==> src/rtl/soc_pkg.sv <==
//==============================================================================
// Module : soc_pkg
// Brief  : Shared bus-slave constants, UART TX state encoding and a STATUS
//          word packing helper.
// Rev    : 1.0  initial release
//==============================================================================
`default_nettype none

package soc_pkg;

  // Register word offsets relative to a slave's base address
  localparam logic [31:0] UART_TXDATA_OFS = 32'h0000_0000;
  localparam logic [31:0] UART_STATUS_OFS = 32'h0000_0004;

  // STATUS register bit positions
  localparam int STATUS_FULL_BIT  = 0;
  localparam int STATUS_EMPTY_BIT = 1;
  localparam int STATUS_BUSY_BIT  = 2;
  localparam int STATUS_OVF_BIT   = 3;
  localparam int STATUS_COUNT_LSB = 4;
  localparam int STATUS_COUNT_W   = 5;

  // Transmitter frame sequencer states
  typedef enum logic [1:0] {
    IDLE  = 2'd0,
    START = 2'd1,
    DATA  = 2'd2,
    STOP  = 2'd3
  } uart_tx_state_t;

  // Assemble the STATUS read word; unused bits read as zero
  function automatic logic [31:0] pack_status(
    input logic                      full,
    input logic                      empty,
    input logic                      busy,
    input logic                      ovf,
    input logic [STATUS_COUNT_W-1:0] count
  );
    logic [31:0] v;
    v                                     = '0;
    v[STATUS_FULL_BIT]                    = full;
    v[STATUS_EMPTY_BIT]                   = empty;
    v[STATUS_BUSY_BIT]                    = busy;
    v[STATUS_OVF_BIT]                     = ovf;
    v[STATUS_COUNT_LSB +: STATUS_COUNT_W] = count;
    return v;
  endfunction

endpackage

`default_nettype wire

==> src/rtl/fifo_sync.sv <==
//==============================================================================
// Module : fifo_sync
// Brief  : Single-clock FIFO with occupancy count. A push into a full FIFO is
//          accepted only when a pop happens on the same edge.
// Rev    : 1.0  initial release
//==============================================================================
`default_nettype none

module fifo_sync #(
  parameter int WIDTH = 8,
  parameter int DEPTH = 8
) (
  input  logic                     clk,
  input  logic                     rst_n,
  input  logic                     i_push,
  input  logic [WIDTH-1:0]         i_wdata,
  input  logic                     i_pop,
  output logic [WIDTH-1:0]         o_rdata,
  output logic                     o_full,
  output logic                     o_empty,
  output logic [$clog2(DEPTH):0]   o_count
);

  localparam int AW = $clog2(DEPTH);
  localparam int CW = AW + 1;

  logic [WIDTH-1:0] r_mem [DEPTH];
  logic [AW-1:0]    r_wptr;
  logic [AW-1:0]    r_rptr;
  logic [CW-1:0]    r_count;
  logic             w_pop_ok;
  logic             w_push_ok;

  assign o_full    = (r_count == CW'(DEPTH));
  assign o_empty   = (r_count == '0);
  assign o_count   = r_count;
  assign o_rdata   = r_mem[r_rptr];

  // A pop frees a slot on the same edge, so a full FIFO can still take a push
  assign w_pop_ok  = i_pop && !o_empty;
  assign w_push_ok = i_push && (!o_full || w_pop_ok);

  // Storage array; contents are don't-care until written so it carries no reset
  always_ff @(posedge clk) begin
    if (w_push_ok) begin
      r_mem[r_wptr] <= i_wdata;
    end
  end

  // Pointers wrap naturally since DEPTH is a power of two; count tracks occupancy
  always_ff @(posedge clk or negedge rst_n) begin
    if (!rst_n) begin
      r_wptr  <= '0;
      r_rptr  <= '0;
      r_count <= '0;
    end else begin
      if (w_push_ok) begin
        r_wptr <= r_wptr + 1'b1;
      end
      if (w_pop_ok) begin
        r_rptr <= r_rptr + 1'b1;
      end
      case ({w_push_ok, w_pop_ok})
        2'b10:   r_count <= r_count + 1'b1;
        2'b01:   r_count <= r_count - 1'b1;
        default: r_count <= r_count;
      endcase
    end
  end

endmodule

`default_nettype wire

==> src/rtl/uart_tx_slave.sv <==
//==============================================================================
// Module : uart_tx_slave
// Brief  : Memory-mapped 8N1 UART transmitter with a small TX FIFO. The core
//          writes bytes to TXDATA and polls STATUS; frames are sent back to
//          back while the FIFO holds data.
// Rev    : 1.0  initial release
//==============================================================================
`default_nettype none

module uart_tx_slave
  import soc_pkg::*;
#(
  parameter int          CLKDIV    = 434,
  parameter int          FIFODEPTH = 8,
  parameter logic [31:0] BASEADDR  = 32'h0
) (
  input  logic        clk,
  input  logic        nrst,
  input  logic [31:0] busaddr,
  input  logic [31:0] busdataw,
  input  logic        buswrite,
  output logic [31:0] busdatar,
  output logic        txd
);

  localparam int                CW        = $clog2(FIFODEPTH) + 1;
  localparam int                BAUD_W    = $clog2(CLKDIV);
  localparam logic [BAUD_W-1:0] BAUD_LAST = BAUD_W'(CLKDIV - 1);

  // Bus decode
  logic           w_sel_data;
  logic           w_sel_status;
  logic           w_push;
  logic           w_clr_ovf;

  // FIFO interface
  logic           w_pop;
  logic [7:0]     w_fifo_head;
  logic           w_fifo_full;
  logic           w_fifo_empty;
  logic [CW-1:0]  w_fifo_count;

  // Frame sequencer state
  uart_tx_state_t r_state;
  logic [BAUD_W-1:0] r_baud;
  logic [2:0]     r_bit_idx;
  logic [7:0]     r_shift;
  logic           r_txd;
  logic           r_ovf;
  logic           w_baud_last;
  logic           w_busy;
  logic           w_unused_wdata;

  assign w_sel_data   = (busaddr == (BASEADDR + UART_TXDATA_OFS));
  assign w_sel_status = (busaddr == (BASEADDR + UART_STATUS_OFS));
  assign w_push       = buswrite && w_sel_data;
  assign w_clr_ovf    = buswrite && w_sel_status && busdataw[STATUS_OVF_BIT];

  // Upper write-data bits carry no meaning for either register
  assign w_unused_wdata = &{1'b0, busdataw[31:8]};

  assign w_baud_last  = (r_baud == BAUD_LAST);
  assign w_busy       = (r_state != IDLE);

  // The sequencer takes the FIFO head when idle or when a stop bit completes
  assign w_pop = !w_fifo_empty &&
                 ((r_state == IDLE) || ((r_state == STOP) && w_baud_last));

  fifo_sync #(
    .WIDTH (8),
    .DEPTH (FIFODEPTH)
  ) u_fifo (
    .clk     (clk),
    .rst_n   (nrst),
    .i_push  (w_push),
    .i_wdata (busdataw[7:0]),
    .i_pop   (w_pop),
    .o_rdata (w_fifo_head),
    .o_full  (w_fifo_full),
    .o_empty (w_fifo_empty),
    .o_count (w_fifo_count)
  );

  // Frame sequencer: baud timing, bit shifting and the registered serial line
  always_ff @(posedge clk or negedge nrst) begin
    if (!nrst) begin
      r_state   <= IDLE;
      r_baud    <= '0;
      r_bit_idx <= '0;
      r_shift   <= '0;
      r_txd     <= 1'b1;
    end else begin
      case (r_state)
        IDLE: begin
          r_txd  <= 1'b1;
          r_baud <= '0;
          if (!w_fifo_empty) begin
            r_shift <= w_fifo_head;
            r_state <= START;
            r_txd   <= 1'b0;
          end
        end

        START: begin
          if (w_baud_last) begin
            r_baud    <= '0;
            r_bit_idx <= '0;
            r_state   <= DATA;
            r_txd     <= r_shift[0];
          end else begin
            r_baud <= r_baud + 1'b1;
          end
        end

        DATA: begin
          if (w_baud_last) begin
            r_baud <= '0;
            if (r_bit_idx == 3'd7) begin
              r_state <= STOP;
              r_txd   <= 1'b1;
            end else begin
              r_bit_idx <= r_bit_idx + 3'd1;
              r_shift   <= {1'b0, r_shift[7:1]};
              r_txd     <= r_shift[1];
            end
          end else begin
            r_baud <= r_baud + 1'b1;
          end
        end

        STOP: begin
          if (w_baud_last) begin
            r_baud <= '0;
            // Chain straight into the next start bit when data is waiting
            if (!w_fifo_empty) begin
              r_shift <= w_fifo_head;
              r_state <= START;
              r_txd   <= 1'b0;
            end else begin
              r_state <= IDLE;
              r_txd   <= 1'b1;
            end
          end else begin
            r_baud <= r_baud + 1'b1;
          end
        end

        default: begin
          r_state <= IDLE;
          r_baud  <= '0;
          r_txd   <= 1'b1;
        end
      endcase
    end
  end

  // Sticky overflow: a dropped push on the same edge as a clear keeps it set
  always_ff @(posedge clk or negedge nrst) begin
    if (!nrst) begin
      r_ovf <= 1'b0;
    end else if (w_push && w_fifo_full && !w_pop) begin
      r_ovf <= 1'b1;
    end else if (w_clr_ovf) begin
      r_ovf <= 1'b0;
    end
  end

  assign txd = r_txd;

  // Read mux: only STATUS returns data, every other address reads zero
  always_comb begin
    busdatar = '0;
    if (w_sel_status) begin
      busdatar = pack_status(w_fifo_full, w_fifo_empty, w_busy, r_ovf,
                             STATUS_COUNT_W'(w_fifo_count));
    end
  end

endmodule

`default_nettype wire

==> config.mk <==
export PLATFORM = sky130hd
export DESIGN_NAME = uart_tx_slave
export DESIGN_NICKNAME = d
export VERILOG_FILES = /design/src/rtl/soc_pkg.sv /design/src/rtl/fifo_sync.sv /design/src/rtl/uart_tx_slave.sv
export SDC_FILE = /design/constraint.sdc
export NUM_CORES = 1
export LEC_CHECK = 0
export CAP_MARGIN = 20
export CORE_ASPECT_RATIO = 2
export CORE_MARGIN = 8
export CORE_UTILIZATION = 50
export DETAILED_ROUTE_END_ITERATION = 10
export PLACE_DENSITY = 0.8
export SKIP_CTS_REPAIR_TIMING = 1
export SYNTH_ARGS = -nofsm -noshare
export SYNTH_HDL_FRONTEND = slang
export SYNTH_HIERARCHICAL = 1
export SYNTH_SLANG_ARGS = --single-unit
==> constraint.sdc <==
create_clock -name clk -period 4.6 [get_ports clk]
set_clock_uncertainty 0.2 [all_clocks]
set_input_delay 1.15 -clock clk [delete_from_list [all_inputs] [get_ports clk]]
set_output_delay 1.15 -clock clk [all_outputs]
set_load 0.02 [all_outputs]
==> results.py <==
metrics = {
    "status": {
        "status": "finished, final reports clean",
    },
    "final_layout": {
        "nFillCells": 709,
        "layout.nets": 480,
        "areaGrowthSynthToFinish_pct": 19.6,
        "final_layout_size_suffix_gt1_share_pct": 20.6,
        "diodes": 0,
    },
    "floorplanning": {
        "die_w_um": 85.2,
        "die_area_um2": 13100,
        "core_area_um2": 9320,
        "start_util_pct": 51.3,
        "die_y_um": 154,
        "num_rows": 50,
        "io_pins": 100,
    },
    "clock_network": {
        "clkSinkCount": 98,
        "cts_buffer_depth": 2,
        "cts_root_buffer": "clkbuf_16",
        "worstSkewPairLatency_ns": 0.34,
        "cts-buffers-inserted": 9,
        "htree_levels": 3,
        "path_clk_slew_ns": 0.06,
        "cts_tree": "built",
    },
    "route": {
        "drt_pass1_iterations": 4,
        "drc": 0,
        "vias": 2823,
        "post_drt_wl_per_cell_um": 19.2,
        "wirelength_um": 9710,
        "post_drt_via_cell_ratio": 5.58,
        "ant_nets": 0,
        "drtIter0Drc": 137,
    },
    "flow_run": {
        "maxCapViolCount": 0,
    },
    "worst_setup_path": {
        "cp_common_cell": "clkdlybuf4s50_1",
        "cp_slowest_cell": "clkdlybuf4s50_1",
        "endpoint": "busdatar[1]",
        "critPathCaptureType": "output port",
        "r2r_end": "u_fifo/o_count[3]$_DFFE_PN0P_",
        "crit_path_start": "busaddr[1]",
        "critical-path-max-stage-delay_ns": 0.60,
        "r2r_slack_ns": 0.98,
        "crit_path_max_fanout": 7,
        "worst-endpoint-arrival_ns": 3.10,
        "startpoint_type": "input pin",
        "worstPathCellList": "clkdlybuf4s50_1, nor4_1, nand4_1, nor3_1, buf_4, and2_1, clkdlybuf4s50_1",
        "r2r_cells": 10,
        "cp.required_ns": 3.25,
        "r2r_start": "r_baud[2]$_DFF_PN0_",
        "critical_path_class": "input pin to output port",
    },
    "placement": {
        "place.gp.congestion": 0.792,
        "io_buffer_count": 51,
        "dp_hpwl_um": 7050,
    },
    "grt": {
        "grt_usage_pct": 15.6,
        "grt_overflow_total": 0,
        "grt_pass1_wl_um": 15700,
        "antenna_found_initial": 0,
        "grt_start_max_net_pins": 35,
        "grt_pass1_vias": 3125,
    },
    "pwr": {
        "totalPowerFinal_uw": 1750,
        "p_leak_uw": 0.00229,
        "powerDensity_nw_per_um2": 306,
        "peakVddDrop_uv": 348,
    },
    "sta": {
        "finalSetupViolCount": 0,
        "period_needed_ns": 4.45,
        "rsz0062_at_grt": "no",
        "drv_slew": 0,
        "period_share_pct": 96.7,
        "whs_ns": 0.315,
        "max_slew_margin_pct": 50.2,
        "timing.fmax_ghz": 0.225,
        "hold_viol": 0,
        "tightest_slew_ns": 0.746,
    },
    "synth": {
        "synth_most_common_cell": "edfxtp_1",
        "ys_seq_elements": 98,
        "synth-edff-count": 64,
        "ys_seq_area_share_pct": 58.0,
        "synth_flop_cell": "edfxtp_1",
        "yosysWarnings": 6,
        "synthArstFlopShare_pct": 34.7,
        "synth_cell_types": 54,
        "avgSynthCellArea_um2": 14.5,
        "synthDominantCellAreaShare_pct": 40.2,
        "synth_top_area_cell": "edfxtp_1",
        "syn_area_um2": 4780,
        "ys_top_cells_by_count": "edfxtp_1 (64), dfrtp_1 (33), buf_4 (25)",
        "synthCells": 330,
        "synth_area_leaders": "edfxtp_1 (40%), dfrtp_1 (17%), mux4_2 (7.5%), mux2_2 (4.2%), buf_4 (3.9%)",
    },
    "hold_path": {
        "hold_class": "flip-flop to flip-flop",
        "worst_hold_startpoint": "r_shift[7]$_DFFE_PN0P_",
    },
}
==> cells by family (layout without fill, tap and decap cells) <==
group / after synthesis / in the layout / share of synthesized area (%)
compound gates: 26 / 26 / 4.19
flops: 98 / 98 / 58.0
xor+xnor: 13 / 13 / 2.38
simple gates: 85 / 85 / 10.0
other cells: 1 / 24 / 0.0784
mux: 45 / 45 / 15.0
fa+ha+maj: 16 / 16 / 4.34
buf+inv: 46 / 95 / 5.96
==> worst max-delay path, delay by kind of cell <==
kind	cells	cell delay, ns
buffers and inverters	3	1.16
AND/OR/NAND/NOR	4	0.79
==> layer usage <==
metal	part of all wire (%)	global-route usage, %
met3	2.8	2.87
met1	36	14.8
met4	2.5	8.48
met2	59	30.1
met5	0	0
==> through the flow <==
step / util (%) / setup TNS [ns] / instances / instance area (um^2) / setup slack [ns]
finish: 61.4 / 0 / 506 / 5720 / 0.153
global route: 61.4 / 0 / 506 / 5720 / 0.00128
CTS: 60.9 / 0 / 505 / 5680 / 0.0501
detailed placement: 57.7 / -0.00782 / 489 / 5380 / -0.00782
global placement: 57.7 / 0 / 489 / 5380 / 0.0766
floorplan: - / 0 / 353 / 4870 / 0.340
==> flip-flops by register name, summed over array words and instances (netlist names) <==
name / flops
r_bit_idx: 3
u_fifo/r_mem: 64
u_fifo/o_count: 4
u_fifo/r_wptr: 3
u_fifo/r_rptr: 3
txd: 1
r_state: 2
r_shift: 8
r_baud: 9
r_ovf: 1
==> worst min path at each step <==
stage | end | slack (ns) | cells past startpoint
CTS | r_shift[7]$_DFFE_PN0P_ | 0.31 | 1
global placement | r_ovf$_DFFE_PN0P_ | 0.28 | 2
detailed placement | r_shift[3]$_DFFE_PN0P_ | 0.29 | 1
floorplan | r_ovf$_DFFE_PN0P_ | 0.26 | 2
global route | r_shift[3]$_DFFE_PN0P_ | 0.34 | 1
finish | r_shift[7]$_DFFE_PN0P_ | 0.31 | 1
==> area by class of cell <==
class                      count  area (um^2)  area share, %
sequential                    98         2770           48.5
multi-input combinational    209         1810           31.6
timing repair buffer          67          666           11.6
clock buffer                  11          233           4.07
tap                          104          130           2.27
clock inverter                 5         62.6           1.09
inverter                      12         45.0          0.787
==> cell usage in the layout, fill, tap and decap left out, types with 15 or more instances in the layout <==
cell type,n
edfxtp_1,64
clkdlybuf4s50_1,45
dfrtp_1,33
conb_1,24
mux2_2,18
nor2_1,17
mux4_2,16
ha_1,15
buf_4,15
==> report_power, final <==
| group | leakage (uW) | internal (uW) | total (uW) | switching, uW |
|---|---|---|---|---|
| logic | 0.00115 | 32.8 | 69.2 | 36.4 |
| registers | 0.00100 | 940 | 940 | 0.00000104 |
| clock network | 0.000137 | 426 | 743 | 317 |
| total | 0.00229 | 1400 | 1750 | 354 |
Note: power is estimated with default switching activity, not from simulation.
